**config.mk**
```make
export PLATFORM = sky130hd
export DESIGN_NAME = keccak_absorb_loader
export DESIGN_NICKNAME = d
export VERILOG_FILES = /design/src/rtl/keccak_absorb_loader.sv
export SDC_FILE = /design/constraint.sdc
export NUM_CORES = 2
export LEC_CHECK = 0
export CAP_MARGIN = 25
export CORE_AREA = 2 2 562 564
export CTS_BUF_LIST = sky130_fd_sc_hd__clkbuf_16
export CTS_CLUSTER_DIAMETER = 150
export DETAILED_ROUTE_END_ITERATION = 8
export DIE_AREA = 0 0 564 566
export SLEW_MARGIN = 20
export SYNTH_ARGS = -nofsm -noshare
export SYNTH_HDL_FRONTEND = slang
export SYNTH_SLANG_ARGS = --single-unit
```
**constraint.sdc**
```tcl
create_clock -name clk -period 46.5 [get_ports clk]
set_clock_uncertainty 0.2 [all_clocks]
set_input_delay 9.3 -clock clk [delete_from_list [all_inputs] [get_ports clk]]
set_output_delay 9.3 -clock clk [all_outputs]
set_load 0.01 [all_outputs]
```
**src/rtl/keccak_absorb_loader.sv**
```systemverilog
// Keccak absorb front end: parses a 64-bit header, packs message words into a
// rate-sized block, applies the pad10*1 domain padding and hands blocks downstream.
module keccak_absorb_loader #(
  parameter int W        = 64,
  parameter int RATE_MAX = 1344
) (
  input  logic                clk,
  input  logic                rst,
  input  logic                in_valid,
  output logic                in_ready,
  input  logic [W-1:0]        in_data,
  output logic                blk_valid,
  input  logic                blk_ready,
  output logic [RATE_MAX-1:0] blk_data,
  output logic                blk_last,
  output logic [1:0]          blk_mode,
  output logic [31:0]         out_size,
  output logic                busy
);

  localparam int BPW    = W / 8;
  localparam int NBYTES = RATE_MAX / 8;
  localparam int KW     = $clog2(RATE_MAX / W + 1);
  localparam int NBW    = $clog2(NBYTES + 1);

  typedef enum logic [1:0] {HEADER, ABSORB, PAD, EMIT} state_t;

  state_t          r_state;
  logic            r_in_ready;
  logic            r_blk_valid;
  logic            r_blk_last;
  logic            r_busy;
  logic [1:0]      r_mode;
  logic [31:0]     r_out_size;
  logic [31:0]     r_rem;
  logic [KW-1:0]   r_k;
  logic [NBW-1:0]  r_nbytes;
  logic            r_ended;

  logic            w_in_xfer;
  logic            w_blk_xfer;
  logic            w_hdr_xfer;
  logic            w_hdr_done;
  logic [1:0]      w_hdr_mode;
  logic [27:0]     w_hdr_size;
  logic [31:0]     w_hdr_len;
  logic [31:0]     w_nb;
  logic            w_msg_end;
  logic            w_fill;
  logic [NBW-1:0]  w_rate_bytes;
  logic [7:0]      w_suffix;
  logic [W-1:0]    w_masked;
  logic            w_clear;
  logic            w_wr_en;
  logic            w_pad_en;

  assign w_in_xfer  = in_valid & r_in_ready;
  assign w_blk_xfer = blk_ready & r_blk_valid;
  assign w_hdr_xfer = (r_state == HEADER) & w_in_xfer;

  // Header assembly: one word at W=64, low word then high word at W=32.
  generate
    if (W == 32) begin : g_hdr32
      logic        r_hdr_phase;
      logic [31:0] r_hdr_lo;
      always_ff @(posedge clk or posedge rst) begin
        if (rst) begin
          r_hdr_phase <= 1'b0;
          r_hdr_lo    <= '0;
        end else if (w_hdr_xfer) begin
          r_hdr_phase <= ~r_hdr_phase;
          if (!r_hdr_phase) r_hdr_lo <= in_data[31:0];
        end
      end
      assign w_hdr_done = r_hdr_phase;
      assign w_hdr_mode = in_data[30:29];
      assign w_hdr_size = in_data[27:0];
      assign w_hdr_len  = r_hdr_lo;
    end else begin : g_hdr64
      assign w_hdr_done = 1'b1;
      assign w_hdr_mode = in_data[62:61];
      assign w_hdr_size = in_data[59:32];
      assign w_hdr_len  = in_data[31:0];
    end
  endgenerate

  always_comb begin
    w_rate_bytes = NBW'(168);
    w_suffix     = 8'h1F;
    case (r_mode)
      2'b01:   begin w_rate_bytes = NBW'(136); w_suffix = 8'h1F; end
      2'b10:   begin w_rate_bytes = NBW'(136); w_suffix = 8'h06; end
      2'b11:   begin w_rate_bytes = NBW'(72);  w_suffix = 8'h06; end
      default: begin w_rate_bytes = NBW'(168); w_suffix = 8'h1F; end
    endcase
  end

  assign w_nb      = (r_rem < 32'(BPW)) ? r_rem : 32'(BPW);
  assign w_msg_end = (r_rem == w_nb);
  // Fill is judged in bytes so a short final word never counts as a full block.
  assign w_fill    = ((r_nbytes + NBW'(w_nb)) == w_rate_bytes);

  genvar gi;
  generate
    for (gi = 0; gi < BPW; gi++) begin : g_mask
      assign w_masked[gi*8 +: 8] = (32'(gi) < w_nb) ? in_data[gi*8 +: 8] : 8'h00;
    end
  endgenerate

  assign w_clear  = (w_hdr_xfer & w_hdr_done) | ((r_state == EMIT) & w_blk_xfer);
  assign w_wr_en  = (r_state == ABSORB) & w_in_xfer;
  assign w_pad_en = (r_state == PAD);

  always_ff @(posedge clk or posedge rst) begin
    if (rst) begin
      r_state     <= HEADER;
      r_in_ready  <= 1'b1;
      r_blk_valid <= 1'b0;
      r_blk_last  <= 1'b0;
      r_busy      <= 1'b0;
      r_mode      <= '0;
      r_out_size  <= '0;
      r_rem       <= '0;
      r_k         <= '0;
      r_nbytes    <= '0;
      r_ended     <= 1'b0;
    end else begin
      case (r_state)
        HEADER: begin
          if (w_in_xfer && w_hdr_done) begin
            r_mode     <= w_hdr_mode;
            r_out_size <= {4'b0, w_hdr_size};
            r_rem      <= w_hdr_len;
            r_k        <= '0;
            r_nbytes   <= '0;
            r_ended    <= 1'b0;
            r_busy     <= 1'b1;
            if (w_hdr_len != 32'd0) begin
              r_state <= ABSORB;
            end else begin
              r_state    <= PAD;
              r_in_ready <= 1'b0;
            end
          end
        end
        ABSORB: begin
          if (w_in_xfer) begin
            r_k      <= r_k + KW'(1);
            r_rem    <= r_rem - w_nb;
            r_nbytes <= r_nbytes + NBW'(w_nb);
            if (w_fill) begin
              r_state     <= EMIT;
              r_in_ready  <= 1'b0;
              r_blk_valid <= 1'b1;
              r_blk_last  <= 1'b0;
              r_ended     <= w_msg_end;
            end else if (w_msg_end) begin
              r_state    <= PAD;
              r_in_ready <= 1'b0;
            end
          end
        end
        PAD: begin
          r_state     <= EMIT;
          r_blk_valid <= 1'b1;
          r_blk_last  <= 1'b1;
        end
        EMIT: begin
          if (w_blk_xfer) begin
            r_blk_valid <= 1'b0;
            r_blk_last  <= 1'b0;
            r_k         <= '0;
            r_nbytes    <= '0;
            if (r_blk_last) begin
              r_state    <= HEADER;
              r_in_ready <= 1'b1;
              r_busy     <= 1'b0;
            end else if (r_ended) begin
              // Message ended on a block boundary: an all-padding block follows.
              r_state    <= PAD;
              r_in_ready <= 1'b0;
              r_ended    <= 1'b0;
            end else begin
              r_state    <= ABSORB;
              r_in_ready <= 1'b1;
            end
          end
        end
        default: begin
          r_state    <= HEADER;
          r_in_ready <= 1'b1;
        end
      endcase
    end
  end

  // Each buffer byte is its own register: word write, padding update or clear.
  generate
    for (gi = 0; gi < NBYTES; gi++) begin : g_byte
      localparam int WI = gi / BPW;
      localparam int BI = gi % BPW;
      logic [7:0] r_byte;
      always_ff @(posedge clk or posedge rst) begin
        if (rst) begin
          r_byte <= 8'h00;
        end else if (w_clear) begin
          r_byte <= 8'h00;
        end else if (w_wr_en && (r_k == KW'(WI))) begin
          r_byte <= w_masked[BI*8 +: 8];
        end else if (w_pad_en) begin
          r_byte <= (r_byte ^ ((r_nbytes == NBW'(gi)) ? w_suffix : 8'h00))
                  | ((w_rate_bytes == NBW'(gi + 1)) ? 8'h80 : 8'h00);
        end
      end
      assign blk_data[gi*8 +: 8] = r_byte;
    end
  endgenerate

  assign in_ready  = r_in_ready;
  assign blk_valid = r_blk_valid;
  assign blk_last  = r_blk_last;
  assign blk_mode  = r_mode;
  assign out_size  = r_out_size;
  assign busy      = r_busy;

endmodule

```
## Yosys cells after proc, flatten, opt, wreduce, memory -nomap -nowiden

Cells that the tools add are included.

| storage, ports and cells | value |
|---|---|
| register bits after elaboration | 1,426 |
| word-level logic and storage cells | 1,861 |
| output and inout port bits | 1,382 |
| input bits | 68 |

| cells by class | value |
|---|---|
| bitwise gates (word level) | 342 |
| add/subtract/negate cells | 3 |
| muxes and demuxes | 897 |
| magnitude comparators | 9 |
| equal/unequal tests | 371 |
| reductions and logical operators | 60 |

Operators with widths:

| cell | number |
|---|---|
| 8-bit two-way mux | 851 |
| 8-bit OR | 168 |
| 8-bit XOR | 168 |
| 8-bit by 7-bit equality test with 1-bit output (second input constant) | 128 |
| 8-bit equality test (second input constant) | 81 |
| 8-bit by 6-bit equality test with 1-bit output (second input constant) | 64 |
| 8-bit by 5-bit equality test with 1-bit output (second input constant) | 32 |
| 8-bit by 4-bit equality test with 1-bit output (second input constant) | 16 |
| 3-bit by 32-bit less-than comparator with 1-bit output (first input constant) | 4 |
| 32-bit two-way mux | 3 |
| 3-bit nonzero test | 23 |
| 8-bit by 3-bit equality test with 1-bit output (second input constant) | 8 |
| 1-bit by 32-bit less-than comparator with 1-bit output (first input constant) | 2 |
| 2-bit by 32-bit less-than comparator with 1-bit output (first input constant) | 2 |
| 32-bit one-hot mux with 2 select lines | 1 |
| 5-bit by 4-bit equality test with 1-bit output (second input constant) | 8 |
| 32-bit equality test | 1 |
| 8-bit by 2-bit equality test with 1-bit output (second input constant) | 4 |
| 32-bit by 4-bit less-than comparator with 1-bit output (second input constant) | 1 |
| 32-bit nonzero test | 1 |
| 32-bit subtractor | 1 |
| 5-bit equality test (second input constant) | 5 |
| 8-bit one-hot mux with 3 select lines | 1 |
| 1-bit logical AND | 21 |
| 30 further kinds | 88 |

## Depth between registers and ports, before layout

| depth | value |
|---|---|
| word-level depth | 9 |
| gate-level depth with buffers | 14 |
| gate-level depth less buffers | 13 |

## Least setup slack after synthesis

OpenSTA, ideal clock, no wires.

| timing path | value |
|---|---|
| kind | input -> register |
| start point | input port in_valid |
| end point | register g_byte[72].r_byte[0] |
| slack | 34.934 ns |
| required time | 46.159 ns |
| stages on the path | 9 |
| path buffers | 3 |
| data arrival time | 11.225 ns |
| library setup time | 0.141 ns |
| cell sequence | nand2_1 -> or2_2 -> clkbuf_1 -> nor2_1 -> nor2_1 -> clkbuf_1 -> nand2_1 -> clkbuf_1 -> o22ai_1 |

| between the ends | value |
|---|---|
| cells in the longest elaborated chain, start to end | 5 |
| elaborated cells between the ends (all ways) | 8 |
| classes of those cells | 2 x mux; 4 x bitwise; 2 x reduce/logical |

Ends and longest elaborated chain:

| item | line | RTL |
|---|---|---|
| from (decl) | 9 | `input logic in_valid,` |
| 1-bit bitwise AND * | 57 | `assign w_in_xfer = in_valid & r_in_ready;` |
| 1-bit bitwise AND | 111 | `assign w_wr_en = (r_state == ABSORB) & w_in_xfer;` |
| 1-bit logical AND | 208 | `end else if (w_wr_en && (r_k == KW'(WI))) begin` |
| 8-bit two-way mux | 208 |  |
| 8-bit two-way mux | 206 | `end else if (w_clear) begin` |
| to (signal assigned) | 209 | `r_byte <= w_masked[BI*8 +: 8];` |
| to (signal assigned) | 211 | `r_byte <= (r_byte ^ ((r_nbytes == NBW'(gi)) ? w_suffix : 8'h00))` |
| to (decl) | 202 | `logic [7:0] r_byte;` |

Mark *: on every way between the ends. The rest lies on a longest branch, timed or not.
A chain may end at the register's enable or synchronous reset.

==> Flow_metrics.wiki <==
{| class="wikitable"
! Metric !! Value
|-
| Portion of total power attributed to the clock network || 0.507
|-
| CTS buffer count || 169
|-
| Crit Reg-Reg Startpoint || r_state[1]
|-
| Via count || 55,441
|-
| Core Footprint || 313,400 um^2
|-
| Cell seen most often among critical-path stages || sky130_fd_sc_hd__buf_4
|-
| Per-cell routed wire length || 30.97 um
|-
| Port buffer count || 1,445
|-
| RSZ-0062 raised after global routing || false
|-
| Die Height || 566 um
|-
| Kind of start point of the critical path || primary input
|-
| Combinational cell fraction of total power || 0.038
|-
| Combined area of the multi-input logic cells || 23,920 um^2
|-
| Top_reg_cell synth || sky130_fd_sc_hd__dfrtp_1
|-
| Minimum setup slack among reg-to-reg paths || 41.29 ns
|-
| Post-cts hold buffer count || 0
|-
| Number of warnings reported in the yosys synthesis log || 0
|-
| Count of flip-flops with a built-in enable after synthesis || 0
|-
| Synth top area share || 0.5823
|-
| Initial antenna violation count || 47
|-
| Data arrival, critical path || 15.15 ns
|-
| Portion of total power attributed to sequential cells || 0.455
|-
| Clock tree from TritonCTS || built
|-
| Endpoints failing setup || 0
|-
| Setup fix buffers added after clock tree synthesis || 0
|-
| Fraction of power spent switching nets || 0.2524
|-
| Sum of routed wire length over all layers || 355.5 mm
|-
| Via density per instance || 4.830
|-
| Required time at the worst-slack endpoint || 47.10 ns
|-
| Weighted congestion reported at the end of routability-driven placement || 0.8541
|-
| Die footprint || 319,200 um^2
|-
| Library cell occupying the most area in the post-synthesis netlist || sky130_fd_sc_hd__dfrtp_1
|-
| Latest clock arrival within the worst-skew pair || 0.87 ns
|-
| Total power density per cell area || 31.55 nW/um^2
|-
| WHS Endpoint || out_size[24]
|-
| Cell Rows || 206
|-
| Endpoints failing hold || 0
|-
| Most frequent cell after synthesis || sky130_fd_sc_hd__dfrtp_1
|-
| Worst slack on hold paths || 0.2776 ns
|-
| Final Slew Violations || 0
|-
| CP max stage cell || sky130_fd_sc_hd__buf_4
|-
| Top cell types by occurrence after synthesis || sky130_fd_sc_hd__dfrtp_1, sky130_fd_sc_hd__o21ai_0, sky130_fd_sc_hd__nand3_1
|-
| Transition time of the tightest slew-check pin || 1.151 ns
|-
| Die boundary width || 564 um
|-
| Minimum period implied by the final worst setup slack || 14.55 ns
|-
| Fraction of final layout cells with drive strength greater than 1 || 0.07536
|-
| Number of distinct library cell variants in the gate-level netlist after synthesis || 69
|-
| Clock Tree Buf Depth || 4
|-
| IR Drop Worst-Case VDD || 0.00002637 V
|-
| Cell breakdown of the critical path || clkdlybuf4s50_1 -> clkinvlp_4 -> buf_4 -> buf_4 -> buf_4 -> buf_4 -> buf_4 -> buf_4 -> buf_4
|-
| Top achievable clock speed || 0.06873 GHz
|-
| Cell-internal power || 2.038 mW
|-
| Count of TritonRoute iterations in the first routing pass || 6
|-
| Clock slew seen by the registers of the worst setup and hold paths || 0.06 ns
|-
| Detailed placement HPWL || 244.8 mm
|-
| Leakage power || 33.44 nW
|-
| Synthesized area divided by synthesized cell count || 10.31 um^2
|-
| TNS Setup || 0 ns
|-
| Global-route wire length before repair || 471.4 mm
|-
| Fraction of registers with async set or reset after synthesis || 1.000
|-
| Combined area of all synthesized cells || 61,240 um^2
|-
| Global router's overall resource usage || 0.2134
|-
| Congestion Overflow GR || 0
|-
| Final core occ || 0.2756
|-
| Crit path capture type || async pin
|-
| Capture point of the worst reg-to-reg path || g_byte[139].r_byte[6]
|-
| Starting Density || 0.1954
|-
| Count of state elements after synthesis || 1,426
|-
| Share of the clock period used by the worst path || 0.3129
|-
| Largest net degree at the start of global routing || 185
|-
| Max-capacitance violation count || 0
|-
| Number of placed I/O pins || 1,450
|-
| Critical-path maximum fanout || 68
|-
| Net switching power || 688.1 uW
|-
| Antenna Violating Nets Remaining || 0
|-
| PostCTS Resize Cnt || 0
|-
| Vias in the first global route || 52,999
|-
| H-tree depth || 4
|-
| Run status || completed
|-
| Headroom to the max-slew limit || 0.2326
|-
| Worst min-delay path class || reg -> reg
|-
| Clk root buf || sky130_fd_sc_hd__clkbuf_16
|-
| Layout net count || 7,253
|-
| Number of clock sinks || 1,426
|-
| Starting DRC count in detailed routing || 6,611
|-
| Cell depth of the worst flop-to-flop path || 9
|-
| Launch point of the worst hold path || out_size[24]
|-
| Type of the worst setup path || in -> async
|-
| Layout-stage area growth over the synthesis result || 41.06%
|-
| Seq/Total Area, Yosys || 0.5827
|-
| Number of cells on the worst hold path || 2
|-
| Crit path largest cell delay || 0.81 ns
|-
| Number of filler cells placed in the layout || 33,189
|-
| Post-synthesis instance total || 5,943
|-
| Count of unresolved DRC violations after routing || 0
|-
| Ranking of synthesized cells by area || sky130_fd_sc_hd__dfrtp_1, sky130_fd_sc_hd__xor2_1, sky130_fd_sc_hd__o22ai_1
|-
| Register Area || 35,690 um^2
|}
-- worst max-delay path by stage --
stage | startpoint | endpoint | slack [ns]
2_1_floorplan | rst | blk_last | 17.26
4_1_cts | rst | g_byte[160].r_byte[0] | 31.94
3_5_place_dp | rst | g_byte[139].r_byte[1] | 31.02
6_report | rst | g_byte[160].r_byte[0] | 31.95
3_3_place_gp | rst | g_byte[154].r_byte[1] | 30.73
5_1_grt | rst | g_byte[145].r_byte[1] | 31.29
-- worst max-delay path, delay by kind of cell --
kind / cells / cell delay, ns
buffers and inverters: 9 / 5.54
-- layout make-up --
| type | count | area share |
|---|---|---|
| well taps | 4160 | 0.06025 |
| clock buffers | 171 | 0.04953 |
| multi-input cells | 3950 | 0.2769 |
| clock inverters | 132 | 0.01542 |
| repair buffers | 1605 | 0.1836 |
| inverters | 14 | 0.0006517 |
| diodes | 20 | 0.0005793 |
| flip-flops and latches | 1426 | 0.4131 |
-- through the flow --
stage          instances  power (mW)  setup WS [ns]  cell area [um^2]
2_1_floorplan       5949       1.302          17.26             61270
3_3_place_gp       11139       1.366          30.73             80470
3_5_place_dp       11151       1.367          31.02             80660
4_1_cts            11454       2.749          31.94             86280
5_1_grt            11459       2.801          31.29             86350
6_report           11478       2.726          31.95             86390
-- power by group through the flow --
stage               Combinational [mW]  Clock (mW)  Sequential [mW]
floorplan                       0.0347           0             1.27
global placement                 0.103           0             1.26
detailed placement               0.103           0             1.26
CTS                              0.103        1.40             1.24
global route                     0.106        1.46             1.24
finish                           0.103        1.38             1.24
-- registers in the layout, indices dropped and copies added (netlist names) --
register,flops
r_rem,32
blk_last,1
r_k,5
r_nbytes,8
r_state,2
busy,1
blk_mode,2
in_ready,1
r_ended,1
g_byte.r_byte,1344
blk_valid,1
out_size,28
-- logic make-up (layout without fill, tap and decap cells) --
| logic type | Yosys count | in the layout | synth area share |
|---|---|---|---|
| AND/OR/NAND/NOR | 1642 | 1642 | 0.1218 |
| AO/OA/AOI/OAI | 1514 | 1514 | 0.1437 |
| flip-flops | 1426 | 1426 | 0.5827 |
| XOR/XNOR | 746 | 746 | 0.1069 |
| buffers and inverters | 573 | 1922 | 0.03733 |
| multiplexers | 21 | 21 | 0.003432 |
| adder cells (fa/ha/maj) | 19 | 19 | 0.004004 |
| other | 2 | 28 | 0.0001226 |
-- cell usage in the layout, fill, tap and decap left out, drive strengths merged, types with 14 or more instances in the layout --
master	instances
nor2b	18
and3	42
clkdlybuf4s50	1445
xnor2	167
mux2i	21
o22ai	570
clkinv	72
nand4	17
o21ai	721
o221ai	93
nor2	120
a21oi	77
nor4	14
dfrtp	1425
nor3	32
diode	20
buf	160
clkbuf	171
xor2	578
nand2	676
bufinv	20
inv	43
ha	18
nand3	677
-- per-layer routing --
metal,part of all wire,up-vias,wire length (um),GRT usage
li1,-,23383,-,-
met2,0.46,3454,162300,0.3373
met5,0.000039,-,14,0
met3,0.097,831,34540,0.06377
met1,0.37,27771,132200,0.2495
met4,0.074,2,26420,0.1416
(Power assumes the default switching activity.)
